## src/rtl/bus_grant_sequencer.sv

```systemverilog
// Sequences a 32-bit source mask into one-hot bus grants, highest bit first,
// one grant per consumer acknowledge, with a done pulse at the end of a job.
module bus_grant_sequencer #(
    parameter int unsigned N  = 32,
    parameter int unsigned CW = 6
) (
    input  logic          clock,
    input  logic          clear,
    input  logic          req_valid,
    output logic          req_ready,
    input  logic [N-1:0]  req_mask,
    output logic [N-1:0]  grant,
    output logic          grant_valid,
    input  logic          grant_ack,
    input  logic          flush,
    output logic          done,
    output logic          busy,
    output logic [CW-1:0] grant_count
);

    typedef enum logic [1:0] {
        IDLE  = 2'd0,
        GRANT = 2'd1,
        DONE  = 2'd2
    } state_t;

    state_t          state;
    state_t          state_nxt;
    logic [N-1:0]    pending;
    logic [N-1:0]    pending_nxt;
    logic [N-1:0]    remaining;
    logic [N-1:0]    grant_nxt;
    logic            grant_valid_nxt;
    logic            done_nxt;
    logic            busy_nxt;
    logic [CW-1:0]   count_nxt;

    // One-hot of the highest set bit; the downstream encoder gives bit N-1 priority.
    function automatic logic [N-1:0] top_bit(input logic [N-1:0] v);
        logic [N-1:0] r;
        r = '0;
        for (int i = 0; i < N; i++) begin
            if (v[i]) begin
                r    = '0;
                r[i] = 1'b1;
            end
        end
        return r;
    endfunction

    assign req_ready = clear && (state == IDLE);
    assign remaining = pending & ~grant;

    always_ff @(posedge clock) begin
        if (!clear) begin
            state       <= IDLE;
            pending     <= '0;
            grant       <= '0;
            grant_valid <= 1'b0;
            done        <= 1'b0;
            busy        <= 1'b0;
            grant_count <= '0;
        end else begin
            state       <= state_nxt;
            pending     <= pending_nxt;
            grant       <= grant_nxt;
            grant_valid <= grant_valid_nxt;
            done        <= done_nxt;
            busy        <= busy_nxt;
            grant_count <= count_nxt;
        end
    end

    always_comb begin
        state_nxt       = state;
        pending_nxt     = pending;
        grant_nxt       = grant;
        grant_valid_nxt = grant_valid;
        done_nxt        = 1'b0;
        count_nxt       = grant_count;

        case (state)
            IDLE: begin
                if (req_valid) begin
                    pending_nxt = req_mask;
                    count_nxt   = '0;
                    if (req_mask != '0) begin
                        grant_nxt       = top_bit(req_mask);
                        grant_valid_nxt = 1'b1;
                        state_nxt       = GRANT;
                    end else begin
                        grant_nxt       = '0;
                        grant_valid_nxt = 1'b0;
                        done_nxt        = 1'b1;
                        state_nxt       = DONE;
                    end
                end
            end
            GRANT: begin
                // Flush takes priority over a same-cycle ack, which is then not counted.
                if (flush) begin
                    pending_nxt     = '0;
                    grant_nxt       = '0;
                    grant_valid_nxt = 1'b0;
                    state_nxt       = IDLE;
                end else if (grant_ack) begin
                    pending_nxt = remaining;
                    count_nxt   = grant_count + CW'(1);
                    if (remaining != '0) begin
                        grant_nxt = top_bit(remaining);
                    end else begin
                        grant_nxt       = '0;
                        grant_valid_nxt = 1'b0;
                        done_nxt        = 1'b1;
                        state_nxt       = DONE;
                    end
                end
            end
            DONE: begin
                pending_nxt     = '0;
                grant_nxt       = '0;
                grant_valid_nxt = 1'b0;
                state_nxt       = IDLE;
            end
            default: begin
                pending_nxt     = '0;
                grant_nxt       = '0;
                grant_valid_nxt = 1'b0;
                state_nxt       = IDLE;
            end
        endcase

        busy_nxt = (state_nxt != IDLE);
    end

    // Structural invariants of the grant bus.
    always_ff @(posedge clock) begin
        if (clear) begin
            assert ($onehot0(grant));
            assert (grant_valid == (grant != '0));
            assert (grant_count <= CW'(N));
        end
    end

endmodule

```

## config.mk

```make
export PLATFORM = sky130hd
export DESIGN_NAME = bus_grant_sequencer
export DESIGN_NICKNAME = d
export VERILOG_FILES = /design/src/rtl/bus_grant_sequencer.sv
export SDC_FILE = /design/constraint.sdc
export NUM_CORES = 1
export LEC_CHECK = 0
export ABC_AREA = 1
export ABC_CLOCK_PERIOD_IN_PS = 2700
export BUFFER_PORTS_ARGS = -buffer_cell sky130_fd_sc_hd__buf_2
export CORE_MARGIN = 3
export CORE_UTILIZATION = 61
export CTS_CLUSTER_SIZE = 14
export DETAILED_ROUTE_END_ITERATION = 10
export GPL_ROUTABILITY_DRIVEN = 0
export PLACE_DENSITY = 0.95
export REMOVE_ABC_BUFFERS = 1
export SLEW_MARGIN = 20
export SYNTH_ARGS = -nofsm -noshare
export SYNTH_HDL_FRONTEND = slang
export SYNTH_SLANG_ARGS = --single-unit
```

## constraint.sdc

```tcl
create_clock -name clock -period 2.7 [get_ports clock]
set_input_delay 0.27 -clock clock [delete_from_list [all_inputs] [get_ports clock]]
set_output_delay 0.27 -clock clock [all_outputs]
set_load 0.02 [all_outputs]
```

==> results.yml, run 1 <==
setup_path:
  max_stage_delay_ns: 0.85
  slowest_stage: "clkinv_1"
  reg2reg_from: "state[1]"
  critical_path_buf_inv_count: 2
  required_ns: 2.93
  path_class: "reg -> reg"
  cp-startpoint: "state[1]"
  worstSetupStartpointType: "flip-flop"
  critPathTopFamily: "buffers and inverters"
  path_max_fanout: 33
  endpoint_kind: "flip-flop"
  crit_arrival_ns: 2.66
  path_cells: "inv_2 -> nand2_2 -> or2_1 -> o21ai_4 -> clkinv_1 -> o21ai_0 -> a21oi_1"
yosys:
  synth-adder-area-share: 0.00267
  yosys.cell_count.top_type: "nand2_1"
  yosysWarnings: 0
  synth.mux.area_fraction: 0
  synth.top_cell.area_share: 0.321
  async_flop_share: 0
  yosys.area.top_type: "dfxtp_1"
  synth_top_family_by_area: "simple AND/OR/NAND/NOR gates"
  yosys-top-cells-count: "nand2_1, inv_1, a21oi_1, dfxtp_1, nor2_1"
  synth_cell_type_count: 37
  yosysSeqAreaShare: 0.321
  ys_seq_elements: 75
  syn-cell-area_sq_mm: 0.00468
  avgSynthCellArea_sq_um: 6.15
  ys.flop_type: "dfxtp_1"
  synth_compound_area_frac: 0.160
  synthXorXnorAreaFrac: 0
  synth_cells: 761
  yosys.area_share.simple: 0.400
  synth_edf_count: 0
  synthTopCellsByArea: "dfxtp_1, nand2_1, a21oi_1, inv_1, nor2_1"
hold_path:
  hold_path_class: "in -> reg"
  min_from: "clear"
timing:
  finalClockSkew_ns: 0.00998
  maxSlewViolCount: 0
  setup_viol: 0
  slew_headroom: 0.272
  fin_hold_ws_ns: 0.170
  rsz0062_at_grt: "no"
  finalHoldViolCount: 0
  period_minus_slack_ns: 2.44
  fin_ws_ns: 0.265
  fin_setup_tns_ns: 0
  period_share: 0.902
  worst_slew_pin_slew_ns: 1.09
  max_freq_ghz: 0.411
cells_and_area:
  insertedDiodeCount: 0
  regArea_sq_mm: 0.00150
  synthToLayoutAreaGrowth_pct: 13.4
  multi_input_area_sq_mm: 0.00264
  final_util: 0.724
  fillerInstances: 575
  finalInstanceArea_sq_mm: 0.00531
  final_nets: 868
  drive_above_1_share: 0.166
route:
  drc: 0
  wire_per_inst_microns: 15.0
  finalWirelength_mm: 14.0
  final_antenna_net_count: 0
  viasPerCell: 5.92
  route.vias.total: 5526
  firstDrtPassIters: 10
  first_iter_violations: 684
clock_tree:
  cts_resized: 0
  postCtsSetupRepairBufs: 0
  cts.sinks: 75
  cts-root-buf: "clkbuf_8"
  hold_buffers: 0
  cts_tree: "yes"
  cts_buffer_depth: 2
  numCtsBuffers: 9
  htree_levels: 3
  path_clk_slew_ns: 0.09
  clk_latency_ns: 0.37
grt:
  antenna_found_initial: 0
  track_usage: 0.325
  overflow: 0
  grt_first_pass_wirelength_mm: 23.1
  grt_max_degree: 66
  grt_pass1_vias: 5253
floorplanning:
  ios: 79
  rows: 31
  coreArea_sq_mm: 0.00733
  initial_core_util: 0.639
  dieArea_sq_mm: 0.00876
  die_w_microns: 93.6
  fp.dieH_microns: 93.6
power:
  p_leak_uw: 0.00231
  vdd_ir_drop_max_uv: 359
  power_density_mw_per_mm2: 512
place:
  dpl.hpwl_mm: 9.72
  io_buffer_count: 78
  dpl_cell_area_sq_mm: 0.00510
  place_ws_ns: 0.641
job:
  cap_violations: 0
outcome:
  outcome: "finished, final reports clean"
-- where the power goes --
part           switching (uW)  internal [uW]  total (uW)
Clock                     458            481         939
Combinational             431            171         602
Sequential               28.0           1150        1180
Total                     917           1800        2720
-- kinds of logic (layout without fill, tap and decap cells) --
kind of cell / count (synthesis) / in the layout
flip-flops: 75 / 75
adder cells (fa/ha/maj): 1 / 1
AND/OR/NAND/NOR: 418 / 418
buffers and inverters: 129 / 203
AO/OA/AOI/OAI: 138 / 138
-- path summary, 6_finish.rpt --
check / to / slack, ns / cells after the start
worst max-delay path: pending[12] / 0.26 / 7
worst min-delay path: grant_valid / 0.17 / 3
worst max register to register: pending[12] / 0.26 / 7
worst min register to register: grant_count[5] / 0.45 / 1
-- placed cells by master (no fill, tap or decap), drive strengths merged --
cell type,netlist,final
o211a,1,1
nand4,18,18
o21a,1,1
clkinvlp,0,1
clkinv,1,4
or2,2,2
o21ai,32,32
o22ai,24,24
o32ai,2,2
a211oi,1,1
a21oi,75,75
dfxtp,75,75
ha,1,1
o21bai,1,1
nor3,15,15
nand2,248,248
bufinv,0,1
o31ai,1,1
inv,99,99
buf,16,87
nor2,89,89
nand3,41,41
clkbuf,13,11
nor4,2,2
nor3b,3,3
-- through the flow --
step,std cells,power [uW]
final,934,2720
after global routing,934,2830
after CTS,934,2690
after detailed placement,918,1770
after global placement,918,1750
after floorplan,732,1590
-- state kept, by name, indices dropped and copies added, names as in the netlist --
register     count
grant           32
pending         32
grant_count      6
state            2
busy             1
done             1
grant_valid      1
-- worst reg2reg max path: stages (launching register included) --
cell,delay [ns]
dfxtp_1,0.34
inv_2,0.08
nand2_2,0.09
or2_1,0.27
o21ai_4,0.14
clkinv_1,0.85
o21ai_0,0.43
a21oi_1,0.11
-- layer usage --
layer	wire, microns	up-vias	part of all wire	GRT usage
li1	-	2590	-	-
met1	5280	2434	0.38	0.393
met2	6620	416	0.47	0.539
met3	1560	86	0.11	0.0684
met4	576	0	0.041	0.176
met5	0	-	0	0
-- layout make-up --
cell class	count	area share
Tap cell	99	0.0233
Sequential cell	75	0.283
Multi-Input combinational cell	557	0.497
Clock inverter	5	0.0113
Timing Repair Buffer	87	0.0862
Inverter	100	0.0707
Clock buffer	11	0.0285
Power figures use the tool's default switching activity.
==> inputs of run 2 (changes only) <==
--- a/config.mk
+++ b/config.mk
@@ -8,6 +8,7 @@
 export ABC_AREA = 1
 export ABC_CLOCK_PERIOD_IN_PS = 2700
 export BUFFER_PORTS_ARGS = -buffer_cell sky130_fd_sc_hd__buf_2
+export CORE_ASPECT_RATIO = 1.75
 export CORE_MARGIN = 3
 export CORE_UTILIZATION = 61
 export CTS_CLUSTER_SIZE = 14
==> results.yml, run 2 (same netlist as run 1, synthesis figures left out) <==
clock_tree:
  htree_levels: 3
  postCtsSetupRepairBufs: 0
  numCtsBuffers: 9
  cts_resized: 0
  cts-root-buf: "clkbuf_16"
  cts.sinks: 75
  cts_tree: "yes"
  path_clk_slew_ns: 0.06
  clk_latency_ns: 0.35
  hold_buffers: 0
  cts_buffer_depth: 2
route:
  drc: 0
  highest-signal-layer: "met4"
  finalWirelength_mm: 14.6
  firstDrtPassIters: 7
  met3WireLength_mm: 1.44
  wl_met2_mm: 7.31
  first_iter_violations: 627
  final_antenna_net_count: 0
  wire_per_inst_microns: 15.9
  met1_length_mm: 4.92
  route.vias.total: 5595
  viasPerCell: 6.09
power:
  vdd_ir_drop_max_uv: 538
  power_density_mw_per_mm2: 571
  p_leak_uw: 0.00235
  p_total_uw: 3080
floorplanning:
  ios: 79
  rows: 41
  coreArea_sq_mm: 0.00734
  die_w_microns: 72.2
  dieArea_sq_mm: 0.00880
  fp.dieH_microns: 122
  initial_core_util: 0.638
timing:
  maxSlewViolCount: 0
  finalHoldViolCount: 0
  finalClockSkew_ns: 0.00908
  fin_hold_ws_ns: 0.182
  fin_ws_ns: 0.636
  period_minus_slack_ns: 2.06
  slew_headroom: 0.264
  period_share: 0.764
  max_freq_ghz: 0.485
  rsz0062_at_grt: "no"
  setup_viol: 0
  worst_slew_pin_slew_ns: 1.10
cells_and_area:
  drive_above_1_share: 0.164
  layout_commonest_cell: "nand2_1"
  fillerInstances: 582
  multi_input_area_sq_mm: 0.00264
  final_util: 0.735
  regArea_sq_mm: 0.00150
  reg.largest.list: "grant (32), pending (32), grant_count (6)"
  final_nets: 867
  insertedDiodeCount: 0
  synthToLayoutAreaGrowth_pct: 15.2
  final_cells: 919
  mostFrequentLayoutCells: "nand2_1, inv_1, buf_2"
setup_path:
  critical_path_buf_inv_count: 2
  reg2reg_from: "state[1]"
  cp-startpoint: "state[1]"
  endpoint_kind: "flip-flop"
  path_max_fanout: 33
  slowest_stage: "inv_1"
  path_class: "reg -> reg"
  path_cells: "inv_2 -> nand2_2 -> or2_1 -> o21ai_4 -> inv_1 -> nand2_1 -> a21oi_1"
  crit_arrival_ns: 2.33
  required_ns: 2.97
  critPathTopFamily: "buffers and inverters"
  max_stage_delay_ns: 0.80
  worstSetupStartpointType: "flip-flop"
  reg2reg_depth: 7
  worst-path-stages: 7
place:
  io_buffer_count: 78
  place_ws_ns: 0.692
  dpl.hpwl_mm: 10.2
  dp.cells: 904
outcome:
  outcome: "finished, final reports clean"
hold_path:
  hold_depth: 3
  min_from: "clear"
  hold_path_class: "in -> reg"
job:
  cap_violations: 0
grt:
  track_usage: 0.336
  overflow: 0
  antenna_found_initial: 0
  grt_max_degree: 36
  grt_first_pass_wirelength_mm: 23.4
  grt_pass1_vias: 5419
run 2: cell count changes in the layout (fill, tap and decap cells not counted), sizes merged:
cell	delta
buf	-1
clkinv	-1
bufinv	+1
clkbuf	-1
run 2: area by class of cell:
| class | count | share of cell area |
|---|---|---|
| Inverter | 100 | 0.0696 |
| Sequential cell | 75 | 0.278 |
| Clock inverter | 5 | 0.0144 |
| Clock buffer | 10 | 0.0443 |
| Timing Repair Buffer | 86 | 0.0835 |
| Multi-Input combinational cell | 557 | 0.490 |
| Tap cell | 86 | 0.0200 |
run 2: worst paths after layout:
kind                            slack, ns              to
worst max-delay path                 0.64     pending[18]
worst min-delay path                 0.18     grant_valid
worst min register to register       0.46  grant_count[5]
worst max register to register       0.64     pending[18]
run 2: metal layers:
layer | GRT usage | vias to the layer above
li1 | - | 2584
met1 | 0.338 | 2513
met2 | 0.583 | 387
met3 | 0.0826 | 111
met4 | 0.251 | 0
met5 | 0 | -
run 2: metrics by stage:
step | instance area (sq um) | TNS (ns)
finish | 5390 | 0
global route | 5390 | 0
CTS | 5390 | 0
detailed placement | 5070 | 0
global placement | 5070 | 0
floorplan | 4510 | -25.77
run 2: worst register-to-register path, cell delays in order (launching register included):
cell and delay [ns]:
dfxtp_1 0.35, inv_2 0.06, nand2_2 0.10, or2_1 0.19
o21ai_4 0.07, inv_1 0.80, nand2_1 0.19, a21oi_1 0.23
run 2: power breakdown:
part | switching [uW] | internal, uW
combinational | 433 | 169
clock | 470 | 825
sequential | 29.8 | 1150
==> inputs of run 3 (changes only) <==
--- a/config.mk
+++ b/config.mk
@@ -6,15 +6,15 @@
 export NUM_CORES = 1
 export LEC_CHECK = 0
 export ABC_AREA = 1
-export ABC_CLOCK_PERIOD_IN_PS = 2700
+export ABC_CLOCK_PERIOD_IN_PS = 1800
 export BUFFER_PORTS_ARGS = -buffer_cell sky130_fd_sc_hd__buf_2
 export CORE_ASPECT_RATIO = 1.75
 export CORE_MARGIN = 3
-export CORE_UTILIZATION = 61
+export CORE_UTILIZATION = 51
 export CTS_CLUSTER_SIZE = 14
 export DETAILED_ROUTE_END_ITERATION = 10
 export GPL_ROUTABILITY_DRIVEN = 0
-export PLACE_DENSITY = 0.95
+export PLACE_DENSITY = 0.86
 export REMOVE_ABC_BUFFERS = 1
 export SLEW_MARGIN = 20
 export SYNTH_ARGS = -nofsm -noshare
==> constraint.sdc (replaced) <==
create_clock -name clock -period 1.8 [get_ports clock]
set_input_delay 0.18 -clock clock [delete_from_list [all_inputs] [get_ports clock]]
set_output_delay 0.18 -clock clock [all_outputs]
set_load 0.02 [all_outputs]
==> results.yml, run 3 (same netlist as run 1, synthesis figures left out) <==
timing:
  max_freq_ghz: 0.587
  worst_slew_pin_slew_ns: 0.566
  fin_setup_tns_ns: 0
  setup_viol: 0
  finalClockSkew_ns: 0.00712
  slew_headroom: 0.622
  finalHoldViolCount: 0
  maxSlewViolCount: 0
  rsz0062_at_grt: "yes"
  period_share: 0.947
  period_minus_slack_ns: 1.70
grt:
  grt_pass1_vias: 4995
  overflow: 0
  antenna_found_initial: 0
  track_usage: 0.272
  grt_first_pass_wirelength_mm: 22.6
  grt_max_degree: 41
power:
  p_total_uw: 4520
  p_leak_uw: 0.00248
  vdd_ir_drop_max_uv: 591
  power_density_mw_per_mm2: 799
job:
  cap_violations: 0
clock_tree:
  numCtsBuffers: 9
  htree_levels: 3
  path_clk_slew_ns: 0.06
  cts.sinks: 75
  cts_buffer_depth: 2
  cts-root-buf: "clkbuf_16"
  clk_latency_ns: 0.34
  cts_tree: "yes"
  hold_buffers: 0
setup_path:
  worstSetupStartpointType: "flip-flop"
  endpoint_kind: "flip-flop"
  path_class: "reg -> reg"
  path_max_fanout: 7
  required_ns: 2.02
  crit_arrival_ns: 1.92
cells_and_area:
  final_nets: 888
  reg.largest.list: "grant (32), pending (32), grant_count (6)"
  mostFrequentLayoutCells: "nand2_1, inv_1, buf_2"
  regArea_sq_mm: 0.00150
  multi_input_area_sq_mm: 0.00269
  layout_commonest_cell: "nand2_1"
  fillerInstances: 835
  insertedDiodeCount: 0
  drive_above_1_share: 0.192
  synthToLayoutAreaGrowth_pct: 20.7
route:
  route.vias.total: 5428
  drc: 0
  viasPerCell: 5.58
  first_iter_violations: 535
  finalWirelength_mm: 14.5
  final_antenna_net_count: 0
  wire_per_inst_microns: 14.9
  firstDrtPassIters: 6
outcome:
  outcome: "finished, final reports clean"
floorplanning:
  rows: 45
  die_w_microns: 78.4
  fp.dieH_microns: 133
  ios: 79
  coreArea_sq_mm: 0.00878
  dieArea_sq_mm: 0.0104
  initial_core_util: 0.533
hold_path:
  hold_path_class: "in -> reg"
place:
  dpl.hpwl_mm: 10.5
  io_buffer_count: 78
==> run 3: cell types whose count changed in the layout (fill, tap and decap cells not counted), moves of 2 or more <==
cell | before | now
nand2_4 | 4 | 6
buf_6 | 0 | 2
dfxtp_2 | 0 | 2
buf_12 | 0 | 3
nor2_4 | 8 | 10
buf_4 | 8 | 23
nand2_1 | 235 | 232
clkbuf_1 | 0 | 2
dfxtp_1 | 75 | 73
==> run 3: what timing repair did <==
item,CTS,global route
setup buffers,0,2
hold endpoints to repair,0,0
endpoints found under the setup margin,0,20
gates resized for setup,0,14
==> run 3: path summary, 6_finish.rpt <==
kind                                     start             end  slack (ns)  cells past startpoint
worst min register to register  grant_count[5]  grant_count[5]        0.45                      1
worst min-delay path                     clear     grant_valid        0.11                      3
worst max register to register       grant[20]        grant[7]         0.1                     11
worst max-delay path                 grant[20]        grant[7]         0.1                     11
==> run 3: metal layers <==
layer,track usage,vias to the layer above,routed length [microns]
met5,0,-,0
met4,0.186,0,1020
met3,0.0525,73,1010
met2,0.471,264,7240
met1,0.294,2453,5190
li1,-,2638,-
==> run 3: area by class of cell <==
cell class              instances  share of cell area
multi-input cells             558               0.477
inverters                     100              0.0664
clock buffers                  11              0.0412
well taps                     117              0.0259
flip-flops and latches         75               0.266
repair buffers                106               0.114
clock inverters                 5             0.00952
==> run 3: critical path: stages, from the launching register on <==
cell and delay, ns:
dfxtp_1 0.36, inv_1 0.06, nand2_1 0.12, nand2_2 0.11, nor2_4 0.18, nand2_2 0.11
nor2_4 0.16, nand2_4 0.12, nand2_4 0.15, o21ai_1 0.10, nand2_1 0.07, a21oi_1 0.05
==> run 3: through the flow <==
step	setup slack [ns]	hold WS [ns]	std cells	instance area, sq um	util
CTS	0.0432	0.106	969	5570	0.634
global route	-0.0140	0.115	972	5650	0.643
floorplan	-1.38	0.300	732	4510	-
detailed placement	0.0844	0.436	953	5290	0.602
global placement	0.111	0.430	953	5290	0.602
finish	0.0955	0.112	972	5650	0.643
==> run 3: report_power, final <==
group          internal [uW]  total, uW  leakage [uW]  switching, uW
Combinational            321        987       0.00172            666
Clock                   1070       1760      0.000143            693
Sequential              1730       1770      0.000612           41.8
